`config.mk`:
```
export PLATFORM = sky130hd
export DESIGN_NAME = data_mem_ctrl
export DESIGN_NICKNAME = d
export VERILOG_FILES = /design/src/rtl/data_mem_pkg.sv /design/src/rtl/data_mem_load_align.sv /design/src/rtl/data_mem_ctrl.sv
export SDC_FILE = /design/constraint.sdc
export NUM_CORES = 2
export LEC_CHECK = 0
export BUFFER_PORTS_ARGS = -buffer_cell sky130_fd_sc_hd__buf_2
export CORE_UTILIZATION = 57
export CTS_CLUSTER_SIZE = 12
export DETAILED_ROUTE_END_ITERATION = 10
export HOLD_SLACK_MARGIN = 0.06
export PLACE_DENSITY = 0.83
export SYNTH_ARGS = -nofsm -noshare
export SYNTH_HDL_FRONTEND = slang
export SYNTH_SLANG_ARGS = --single-unit
export TNS_END_PERCENT = 30
```
`constraint.sdc`:
```
create_clock -name clk_i -period 7.3 [get_ports clk_i]
set_input_delay 0.365 -clock clk_i [delete_from_list [all_inputs] [get_ports clk_i]]
set_output_delay 0.365 -clock clk_i [all_outputs]
set_load 0.01 [all_outputs]
```
`src/rtl/data_mem_pkg.sv`:
```
// -----------------------------------------------------------------------------
// data_mem_pkg
// Shared definitions for the data memory controller and its load aligner:
//   - access size encodings (SZ_B/SZ_H/SZ_W/SZ_D)
//   - controller FSM state type
//   - helpers for the size alignment mask and the store byte-enable mask
// No ports (package).
// -----------------------------------------------------------------------------
package data_mem_pkg;

   localparam logic [1:0] SZ_B = 2'b00;
   localparam logic [1:0] SZ_H = 2'b01;
   localparam logic [1:0] SZ_W = 2'b10;
   localparam logic [1:0] SZ_D = 2'b11;

   typedef enum logic [1:0] {
      IDLE = 2'd0,
      WAIT = 2'd1,
      RESP = 2'd2
   } state_e;

   // Low address bits that must be zero for a naturally aligned access.
   function automatic logic [2:0] size_lsb_mask(input logic [1:0] size);
      logic [2:0] m;
      case (size)
         SZ_B:    m = 3'b000;
         SZ_H:    m = 3'b001;
         SZ_W:    m = 3'b011;
         default: m = 3'b111;
      endcase
      return m;
   endfunction

   // Byte enables for an access of 'size' starting at byte lane 'off'
   // within a 64-bit word; narrower words use the low lanes only.
   function automatic logic [7:0] byte_en(input logic [1:0] size,
                                          input logic [2:0] off);
      logic [7:0] base;
      case (size)
         SZ_B:    base = 8'h01;
         SZ_H:    base = 8'h03;
         SZ_W:    base = 8'h0F;
         default: base = 8'hFF;
      endcase
      return base << off;
   endfunction

endpackage

```
`src/rtl/data_mem_load_align.sv`:
```
// -----------------------------------------------------------------------------
// data_mem_load_align
// Combinational load alignment: extracts the size-wide field at the given
// byte lane of a memory word and sign- or zero-extends it to BITS.
// A double access returns the whole word.
// Ports:
//   word_i      memory word (BITS)
//   size_i      access size (SZ_B/SZ_H/SZ_W/SZ_D)
//   off_i       byte lane offset of the field
//   unsigned_i  1 = zero-extend, 0 = sign-extend
//   data_o      extended load data (BITS)
// -----------------------------------------------------------------------------
module data_mem_load_align
   import data_mem_pkg::*;
#(
   parameter int BITS  = 64,
   parameter int OFF_W = $clog2(BITS/8)
) (
   input  logic [BITS-1:0]  word_i,
   input  logic [1:0]       size_i,
   input  logic [OFF_W-1:0] off_i,
   input  logic             unsigned_i,
   output logic [BITS-1:0]  data_o
);

   // Only up to a word is ever extracted by shifting; doubles bypass this.
   logic [31:0] sh;
   assign sh = 32'(word_i >> {off_i, 3'b000});

   always_comb begin
      data_o = word_i;
      case (size_i)
         SZ_B: data_o = unsigned_i ? BITS'(sh[7:0])  : BITS'($signed(sh[7:0]));
         SZ_H: data_o = unsigned_i ? BITS'(sh[15:0]) : BITS'($signed(sh[15:0]));
         SZ_W: data_o = unsigned_i ? BITS'(sh[31:0]) : BITS'($signed(sh[31:0]));
         default: data_o = word_i;
      endcase
   end

endmodule

```
`src/rtl/data_mem_ctrl.sv`:
```
// -----------------------------------------------------------------------------
// data_mem_ctrl
// Byte-addressed data memory for the load/store unit. One outstanding request;
// valid/ready on both request and response; fixed LATENCY from acceptance to
// resp_valid_o. Stores merge into the array by byte enable at the accept edge;
// loads sample the word at the accept edge into a holding register.
//
// Build option DMEM_MISALIGN_CHECK_EN:
//   defined   - non size-aligned addresses return resp_err_o=1, no write, rdata 0
//   undefined - lane offset is masked down to the size boundary and the
//               access proceeds; resp_err_o flags only the illegal size
//               (double on a 32-bit memory).
//
// Ports:
//   clk_i, rst_i          clock (rising edge), asynchronous active-high reset
//   req_valid_i/ready_o   request handshake
//   req_we_i              1 = store, 0 = load
//   req_addr_i            byte address
//   req_size_i            00 byte, 01 half, 10 word, 11 double
//   req_unsigned_i        loads: 1 = zero-extend
//   req_wdata_i           store data, LSB aligned
//   resp_valid_o/ready_i  response handshake
//   resp_rdata_o          extended load data, 0 for stores and errors
//   resp_err_o            illegal size (or misaligned, when checked)
// -----------------------------------------------------------------------------
module data_mem_ctrl
   import data_mem_pkg::*;
#(
   parameter int BITS      = 64,
   parameter int DEPTH     = 32,
   parameter int LATENCY   = 1,
   parameter int ADDR_BITS = $clog2(DEPTH*BITS/8)
) (
   input  logic                 clk_i,
   input  logic                 rst_i,
   input  logic                 req_valid_i,
   output logic                 req_ready_o,
   input  logic                 req_we_i,
   input  logic [ADDR_BITS-1:0] req_addr_i,
   input  logic [1:0]           req_size_i,
   input  logic                 req_unsigned_i,
   input  logic [BITS-1:0]      req_wdata_i,
   output logic                 resp_valid_o,
   input  logic                 resp_ready_i,
   output logic [BITS-1:0]      resp_rdata_o,
   output logic                 resp_err_o
);

   localparam int NB    = BITS/8;
   localparam int OFF   = $clog2(NB);
   localparam int CNT_W = $clog2(LATENCY+1);

   logic [BITS-1:0] mem_q [DEPTH];

   state_e           state_q;
   logic [CNT_W-1:0] cnt_q;
   logic             we_q, uns_q, err_q;
   logic [1:0]       size_q;
   logic [OFF-1:0]   off_q;
   logic [BITS-1:0]  hold_q;
   logic             req_ready_q, resp_valid_q, resp_err_q;
   logic [BITS-1:0]  resp_rdata_q;

   // ---------------- request decode ----------------
   logic [ADDR_BITS-OFF-1:0] idx;
   logic [2:0]               off3, off3_eff;
   logic [OFF-1:0]           off_eff;
   logic                     ill_size, misal, err_d, accept;

   assign idx      = req_addr_i[ADDR_BITS-1:OFF];
   assign off3     = 3'(req_addr_i[OFF-1:0]);
   assign off3_eff = off3 & ~size_lsb_mask(req_size_i);
   assign off_eff  = off3_eff[OFF-1:0];
   assign ill_size = (req_size_i == SZ_D) && (BITS == 32);
`ifdef DMEM_MISALIGN_CHECK_EN
   assign misal    = |(off3 & size_lsb_mask(req_size_i));
`else
   assign misal    = 1'b0;
`endif
   assign err_d    = ill_size | misal;
   assign accept   = req_valid_i & req_ready_q;

   // ---------------- store merge ----------------
   logic [NB-1:0]   be;
   logic [BITS-1:0] wdata_sh, rd_word, word_d;

   assign be       = NB'(byte_en(req_size_i, off3_eff));
   assign wdata_sh = req_wdata_i << {off_eff, 3'b000};
   assign rd_word  = mem_q[idx];

   always_comb begin
      word_d = rd_word;
      for (int b = 0; b < NB; b++)
         if (be[b]) word_d[8*b +: 8] = wdata_sh[8*b +: 8];
   end

   // Array is not reset; a store committed here survives a later reset.
   always_ff @(posedge clk_i) begin
      if (accept && req_we_i && !err_d) mem_q[idx] <= word_d;
   end

   // ---------------- load alignment ----------------
   // In IDLE the aligner sees the live request so LATENCY=1 can register
   // the response at the accept edge; afterwards it sees the latched copy.
   logic            in_idle;
   logic [BITS-1:0] al_word, load_val;
   logic [1:0]      al_size;
   logic [OFF-1:0]  al_off;
   logic            al_uns;

   assign in_idle = (state_q == IDLE);
   assign al_word = in_idle ? rd_word        : hold_q;
   assign al_size = in_idle ? req_size_i     : size_q;
   assign al_off  = in_idle ? off_eff        : off_q;
   assign al_uns  = in_idle ? req_unsigned_i : uns_q;

   data_mem_load_align #(.BITS(BITS), .OFF_W(OFF)) u_align (
      .word_i     (al_word),
      .size_i     (al_size),
      .off_i      (al_off),
      .unsigned_i (al_uns),
      .data_o     (load_val)
   );

   // ---------------- control FSM ----------------
   always_ff @(posedge clk_i or posedge rst_i) begin
      if (rst_i) begin
         state_q      <= IDLE;
         cnt_q        <= '0;
         we_q         <= 1'b0;
         uns_q        <= 1'b0;
         err_q        <= 1'b0;
         size_q       <= SZ_B;
         off_q        <= '0;
         hold_q       <= '0;
         req_ready_q  <= 1'b1;
         resp_valid_q <= 1'b0;
         resp_err_q   <= 1'b0;
         resp_rdata_q <= '0;
      end else begin
         case (state_q)
            IDLE: begin
               if (accept) begin
                  we_q        <= req_we_i;
                  uns_q       <= req_unsigned_i;
                  err_q       <= err_d;
                  size_q      <= req_size_i;
                  off_q       <= off_eff;
                  hold_q      <= rd_word;
                  req_ready_q <= 1'b0;
                  if (LATENCY > 1) begin
                     state_q <= WAIT;
                     cnt_q   <= CNT_W'(1);
                  end else begin
                     state_q      <= RESP;
                     resp_valid_q <= 1'b1;
                     resp_err_q   <= err_d;
                     resp_rdata_q <= (req_we_i | err_d) ? '0 : load_val;
                  end
               end
            end
            WAIT: begin
               if (cnt_q == CNT_W'(LATENCY-1)) begin
                  state_q      <= RESP;
                  cnt_q        <= '0;
                  resp_valid_q <= 1'b1;
                  resp_err_q   <= err_q;
                  resp_rdata_q <= (we_q | err_q) ? '0 : load_val;
               end else begin
                  cnt_q <= cnt_q + 1'b1;
               end
            end
            RESP: begin
               // No new accept in the retirement cycle: ready rises after.
               if (resp_ready_i) begin
                  state_q      <= IDLE;
                  resp_valid_q <= 1'b0;
                  req_ready_q  <= 1'b1;
               end
            end
            default: state_q <= IDLE;
         endcase
      end
   end

   assign req_ready_o  = req_ready_q;
   assign resp_valid_o = resp_valid_q;
   assign resp_rdata_o = resp_rdata_q;
   assign resp_err_o   = resp_err_q;

endmodule
```
; ---- Word level (Yosys, flattened, before mapping)
; Memories as Yosys holds them, arrays and structs flattened.
; Cells that the tools add are included.
[classes]
n_shift = 3
n_reduce_logical = 12
bitwise = 3
addsub = 1
n_eq_ne = 9
muxes = 39
[op_table]
columns = operator, count
row1 = $mux 64, 8
row2 = $pmux 64 s3, 1
row3 = $pmux 64 s2, 1
row4 = $mux 8, 8
row5 = $shl 64x6->64, 1
row6 = $shr 64x6->32, 1
row7 = $pmux 8 s3, 1
row8 = $mux 1, 10
row9 = $pmux 3 s3, 1
row10 = $reduce_and 3->1, 3
row11 = $mux 2, 4
row12 = $shl 8x3->8, 1
row13 = $eq 2x1->1 const B, 3
row14 = $eq 2x2->1 const B, 3
row15 = $logic_not 2->1, 3
row16 = $ne 2x2->1 const B, 3
row17 = $pmux 2 s3, 1
row18 = $pmux 1 s2, 2
row19 = $reduce_and 4->1, 1
row20 = $reduce_bool 2->1, 2
row21 = $and 3x3->3, 1
row22 = $mux 3, 1
row23 = $not 3->3, 1
row24 = $pmux 1 s3, 1
row25 = 5 further kinds, 5
[word_totals]
ramBits = 2048
memories = 1
input_bits = 80
wordCells = 79
out_inout_bits = 67
ff_bits = 141
[mem_list]
columns = memory, words, width, read_ports, rd_clocked_by_memory_dff, wr, line
row1 = mem_q, 32, 64, 1, 0, 1, data_mem_ctrl.sv:53  ; logic [BITS-1:0] mem_q [DEPTH];

; ---- Longest topological paths before layout
[logic_depth]
word_depth = 11
mapped_depth = 16
ltp_nobuf = 9

; ---- Modules after synthesis
; Synthesis repeated with hierarchy kept, for this count alone.
[hier_totals]
hier_cells = 5296
area_unflattened_um2 = 88506.1
[by_module_without_submodules]
columns = module, seq_area_each_um2, cells_per_inst, instances, area_each_um2
row1 = data_mem_ctrl, 64903.5, 4924, 1, 85971.2
row2 = data_mem_load_align, 0.0, 372, 1, 2534.9

; ---- Worst setup path after synthesis
; Ideal clock, no wire load.
[synth_path]
path_type = input -> register
startpoint = input req_addr_i[3]
endpoint = memory mem_q[24][0] (enable)
stages = 11
setup_ns = 0.565
arrival_time_ns = 6.578
n_path_buf = 9
slack_ns = 0.157
required_time_ns = 6.735
cell_sequence = buf_2 -> buf_6 -> buf_6 -> buf_6 -> buf_4 -> buf_2 -> buf_4 -> buf_2 -> or3_1 -> clkbuf_1 -> nor3_1
[synth_rtl]
columns = element, line
row1 = "start, declared", data_mem_ctrl.sv:39  ; input logic [ADDR_BITS-1:0] req_addr_i,
row2 = "end, declared", data_mem_ctrl.sv:53
; No word-level cell before the write port.

; ---- Worst setup path after layout
[layout_path]
startpoint = input req_size_i[0]
endpoint = memory mem_q[31][29], data pin
[layout_between]
elab_chain_len = 6
word_cells_on_any_way = 10
classes_between = eq/ne: 2 / shift: 2 / mux: 3 / bitwise: 2 / reduce/logical: 1
[layout_rtl]
columns = element, line
row1 = "start, declared", data_mem_ctrl.sv:40  ; input logic [1:0] req_size_i,
row2 = $eq 2x2->1 (tied with other cells), "data_mem_pkg.sv:25, data_mem_pkg.sv:39"
row3 = $pmux 3 s3, data_mem_pkg.sv:25  ; case (size)
row4 = $not 3->3, data_mem_ctrl.sv:72  ; assign off3_eff = off3 & ~size_lsb_mask(req_size_i);
row5 = $and 3x3->3, data_mem_ctrl.sv:72
row6 = $shl 64x6->64 or $shl 8x3->8 (tied branches), "data_mem_ctrl.sv:88, data_mem_pkg.sv:45"
row7 = $mux 8 (*), data_mem_ctrl.sv:94  ; if (be[b]) word_d[8*b +: 8] = wdata_sh[8*b +: 8];
row8 = net word_d[29], data_mem_ctrl.sv:85  ; logic [BITS-1:0] wdata_sh, rd_word, word_d;
; The timed path passes the listed nets; every way through them passes the cells marked *.

==> impl_results.md <==
- GRT busiest layer: met2
- Leak pwr: 34.03 nW
- DRC: 0
- Part of the cycle the worst path needs: about 63%
- R2R depth: 5
- Tmin final: about 4600 ps
- Final TNS setup: 0 ps
- Status: completed
- Drt pass-1 iters: 9
- Mapped Area: 87230 um^2
- Syn avg cell area: approximately 17 um^2
- Initial Util: between 50% and 60%
- CTS Buf Count: 208
- Layout cells sized above 1: around an eighth
- PwrDens: 294.9 nW/um^2
- Most frequent cells in the layout: edfxtp_1 (2048), mux2i_1 (1101), o22ai_1 (521), nand2_1 (218), clkbuf_16 (211)
- Worst Path Arrival: between 5000 and 6000 ps
- Setup crit end kind: flop
- Fill cells: 9806
- Ys flop type: edfxtp_1
- Critical path peak fanout: 32
- Met1 usage: 44.42%
- Routability cong.: between 0.9 and 1
- Final hold vios: 0
- Worst path required time: slightly below 8000 ps
- Yosys cell types: 66
- Hold Worst Slack: 119.0 ps
- Via count: between 50000 and 60000
- Clock sink count: 2184
- MaxCap Viol Count: 0
- Grt met3 use: 13.98%
- #FFs+latches synth: 2184
- Post-synthesis sequential area ratio: 74.40%
- Fraction of registers with async set/reset: 6.227%
- Max Fclk: around 220 MHz
- Placed insts: 7229
- Post-CTS setup buffers: 0
- Min-Delay Endpoint: size_q[1]$_DFFE_PP0P_
- H-tree depth: 4
- Port Buffers: 145
- Worst reg-to-reg setup slack: 2850 ps
- Worst r2r src: req_ready_o$_DFFE_PP1P_
- Die width: 393.2 um
- Clock skew: between 50 and 60 ps
- Clock Path Buffers: 3
- Min-delay src: req_size_i[1]
- Initial antenna violation count: 17
- Clock Latency Late Sink: ~870 ps
- Grt total ovfl: 0
- Synth warn: 0
- Worst min-delay path class: in2reg
- Pwr Total: 28.67 mW
- Non-Filler Instances: approximately 7600
- GR Util All Layers: 34.76%
- Commonest non-fill, non-tap cell in the layout: edfxtp_1
- Peak VDD IR: 0.0002398 V
- Initial DRC Count: ~11000
- Wire length per cell: 35.52 um
- WHS Path Cells: 2
- Synthesis-to-finish area growth: 11.46%
- Final ANT Viol Nets: 0
- FP Rows: about 140
- Largest net degree at the start of global routing: 127
- Fin. max-slew vios: 0
- CTS root buffer: clkbuf_16
- Core box area: 151900 um^2
- Number of flops mapped to enable cells by yosys: between 2000 and 2500
- Worst Setup Start Kind: primary input
- Vias in the first global route: around 53000
- # nets final: about 5500
- Clk slew on worst S/H paths: 60 ps
- Global Route met2 Usage: 50.12%
- DP Wirelength: 144900 um
- CTS tree: yes
- Worst r2r dst: mem_q[14][29]$_DFFE_PP_
- Slew @ Worst Pin: 1473 ps
- I/O pins: roughly 150
- Setup violators final: 0
- DIE HEIGHT: 393.2 um
- WS Path Type: in2reg
- Mapped Nets: 5321
- Routed WL: approximately 270000 um
- Vias per cell: 7.156
- First-pass GRT wire length: 374300 um
- Post-Syn Instances: 5241
- Unrepaired setup endpoints after global routing: no
- Util after Layout: roughly 64%
- Normalized max-slew margin: 1.815%
- Die Footprint: 154600 um^2
## routing by layer
layer	up-vias	part of all wire, %
met1	26598	32
met4	28	7.1
met2	5329	42
met3	1247	18
met5	-	0.10
li1	21324	-
## Yosys cell counts (4+ instances only)
cell,n,share of area [%]
or4b_1,4,0.046
a32oi_1,20,0.20
nand3_1,23,0.13
dfrtp_1,135,3.9
o22a_1,5,0.050
nand4b_1,4,0.040
nor3_1,12,0.069
a31oi_1,76,0.55
nand2_1,219,0.94
buf_1,19,0.082
a211oi_1,5,0.043
a22oi_1,8,0.069
a21oi_1,67,0.38
o21ai_1,43,0.25
mux2i_1,1102,13
o211ai_1,18,0.15
edfxtp_1,2048,71
buf_2,149,0.85
nor4_1,128,0.92
buf_4,31,0.27
buf_6,7,0.090
a221oi_1,6,0.060
mux4_2,9,0.23
clkbuf_1,116,0.50
o21ai_0,48,0.28
nor2_1,231,0.99
inv_1,5,0.022
o21a_1,15,0.13
o22ai_1,521,3.7
or3_1,12,0.086
mux2_2,90,1.2
## where the power goes
| part | leakage (nW) | total (mW) | internal, mW | switching (mW) |
|---|---|---|---|---|
| clock | 2.97 | 10.1 | 5.52 | 4.55 |
| combinational | 10.9 | 3.62 | 1.09 | 2.53 |
| sequential | 20.1 | 15.0 | 14.5 | 0.481 |
| total | 34.0 | 28.7 | 21.1 | 7.57 |
## metrics by stage
step | setup slack (ps) | cell area [um^2]
2_1_floorplan | 157.1 | 87230
3_3_place_gp | 2419 | 90910
3_5_place_dp | 2221 | 90910
4_1_cts | 3006 | 97200
5_1_grt | 2675 | 97210
6_report | 2720 | 97230
## critical path, stage by stage
cell           delay (ps)
dlygate4sd3_1         520
buf_2                 240
nor2_4                720
buf_4                 430
mux2_2                430
nor2_1                 70
a21oi_1              1060
nor2_1                140
a21oi_2               970
## state kept, by name, indices dropped and copies added (netlist names)
name,count
hold_q,64
mem_q,2048
off_q,3
req_ready_o,1
resp_rdata_o,64
size_q,2
state_q,1
uns_q,1
## worst max-delay path by stage
stage | start | endpoint | slack (ps) | depth (start not counted)
global placement | req_addr_i[3] | resp_rdata_o[5]$_DFFE_PP0P_ | 2420 | 11
global route | req_addr_i[3] | resp_rdata_o[59]$_DFFE_PP0P_ | 2670 | 11
finish | req_size_i[0] | mem_q[31][29]$_DFFE_PP_ | 2720 | 9
floorplan | req_addr_i[3] | mem_q[24][0]$_DFFE_PP_ | 160 | 11
detailed placement | req_addr_i[3] | resp_rdata_o[9]$_DFFE_PP0P_ | 2220 | 12
CTS | req_addr_i[3] | resp_rdata_o[21]$_DFFE_PP0P_ | 3010 | 11
## final cells by class
type                            count  area [um^2]  area share, %
Sequential cell                  2184        64900          66.76
Clock inverter                     26        335.3         0.3449
Inverter                            5        28.78        0.02960
Multi-Input combinational cell   2729        21390          22.00
Timing Repair Buffer              287         2111          2.171
Clock buffer                      353         5903          6.072
Antenna cell                        6        15.01        0.01544
Tap cell                         2030         2540          2.612
## timing repair
item                                   4_1_cts  5_1_grt
gates resized for setup                      0        0
endpoints found under the hold margin       85        0
hold buffers                                 5        0
## cells by family after synthesis
| group | count (synthesis) | share of synthesized area, % |
|---|---|---|
| flip-flops | 2184 | 74.40 |
| multiplexers | 1201 | 14.04 |
| AO/OA/AOI/OAI | 868 | 6.265 |
| AND/OR/NAND/NOR | 659 | 3.468 |
| buffers and inverters | 328 | 1.820 |
| other | 1 | 0.004299 |
Power figures use the tool's default switching activity.
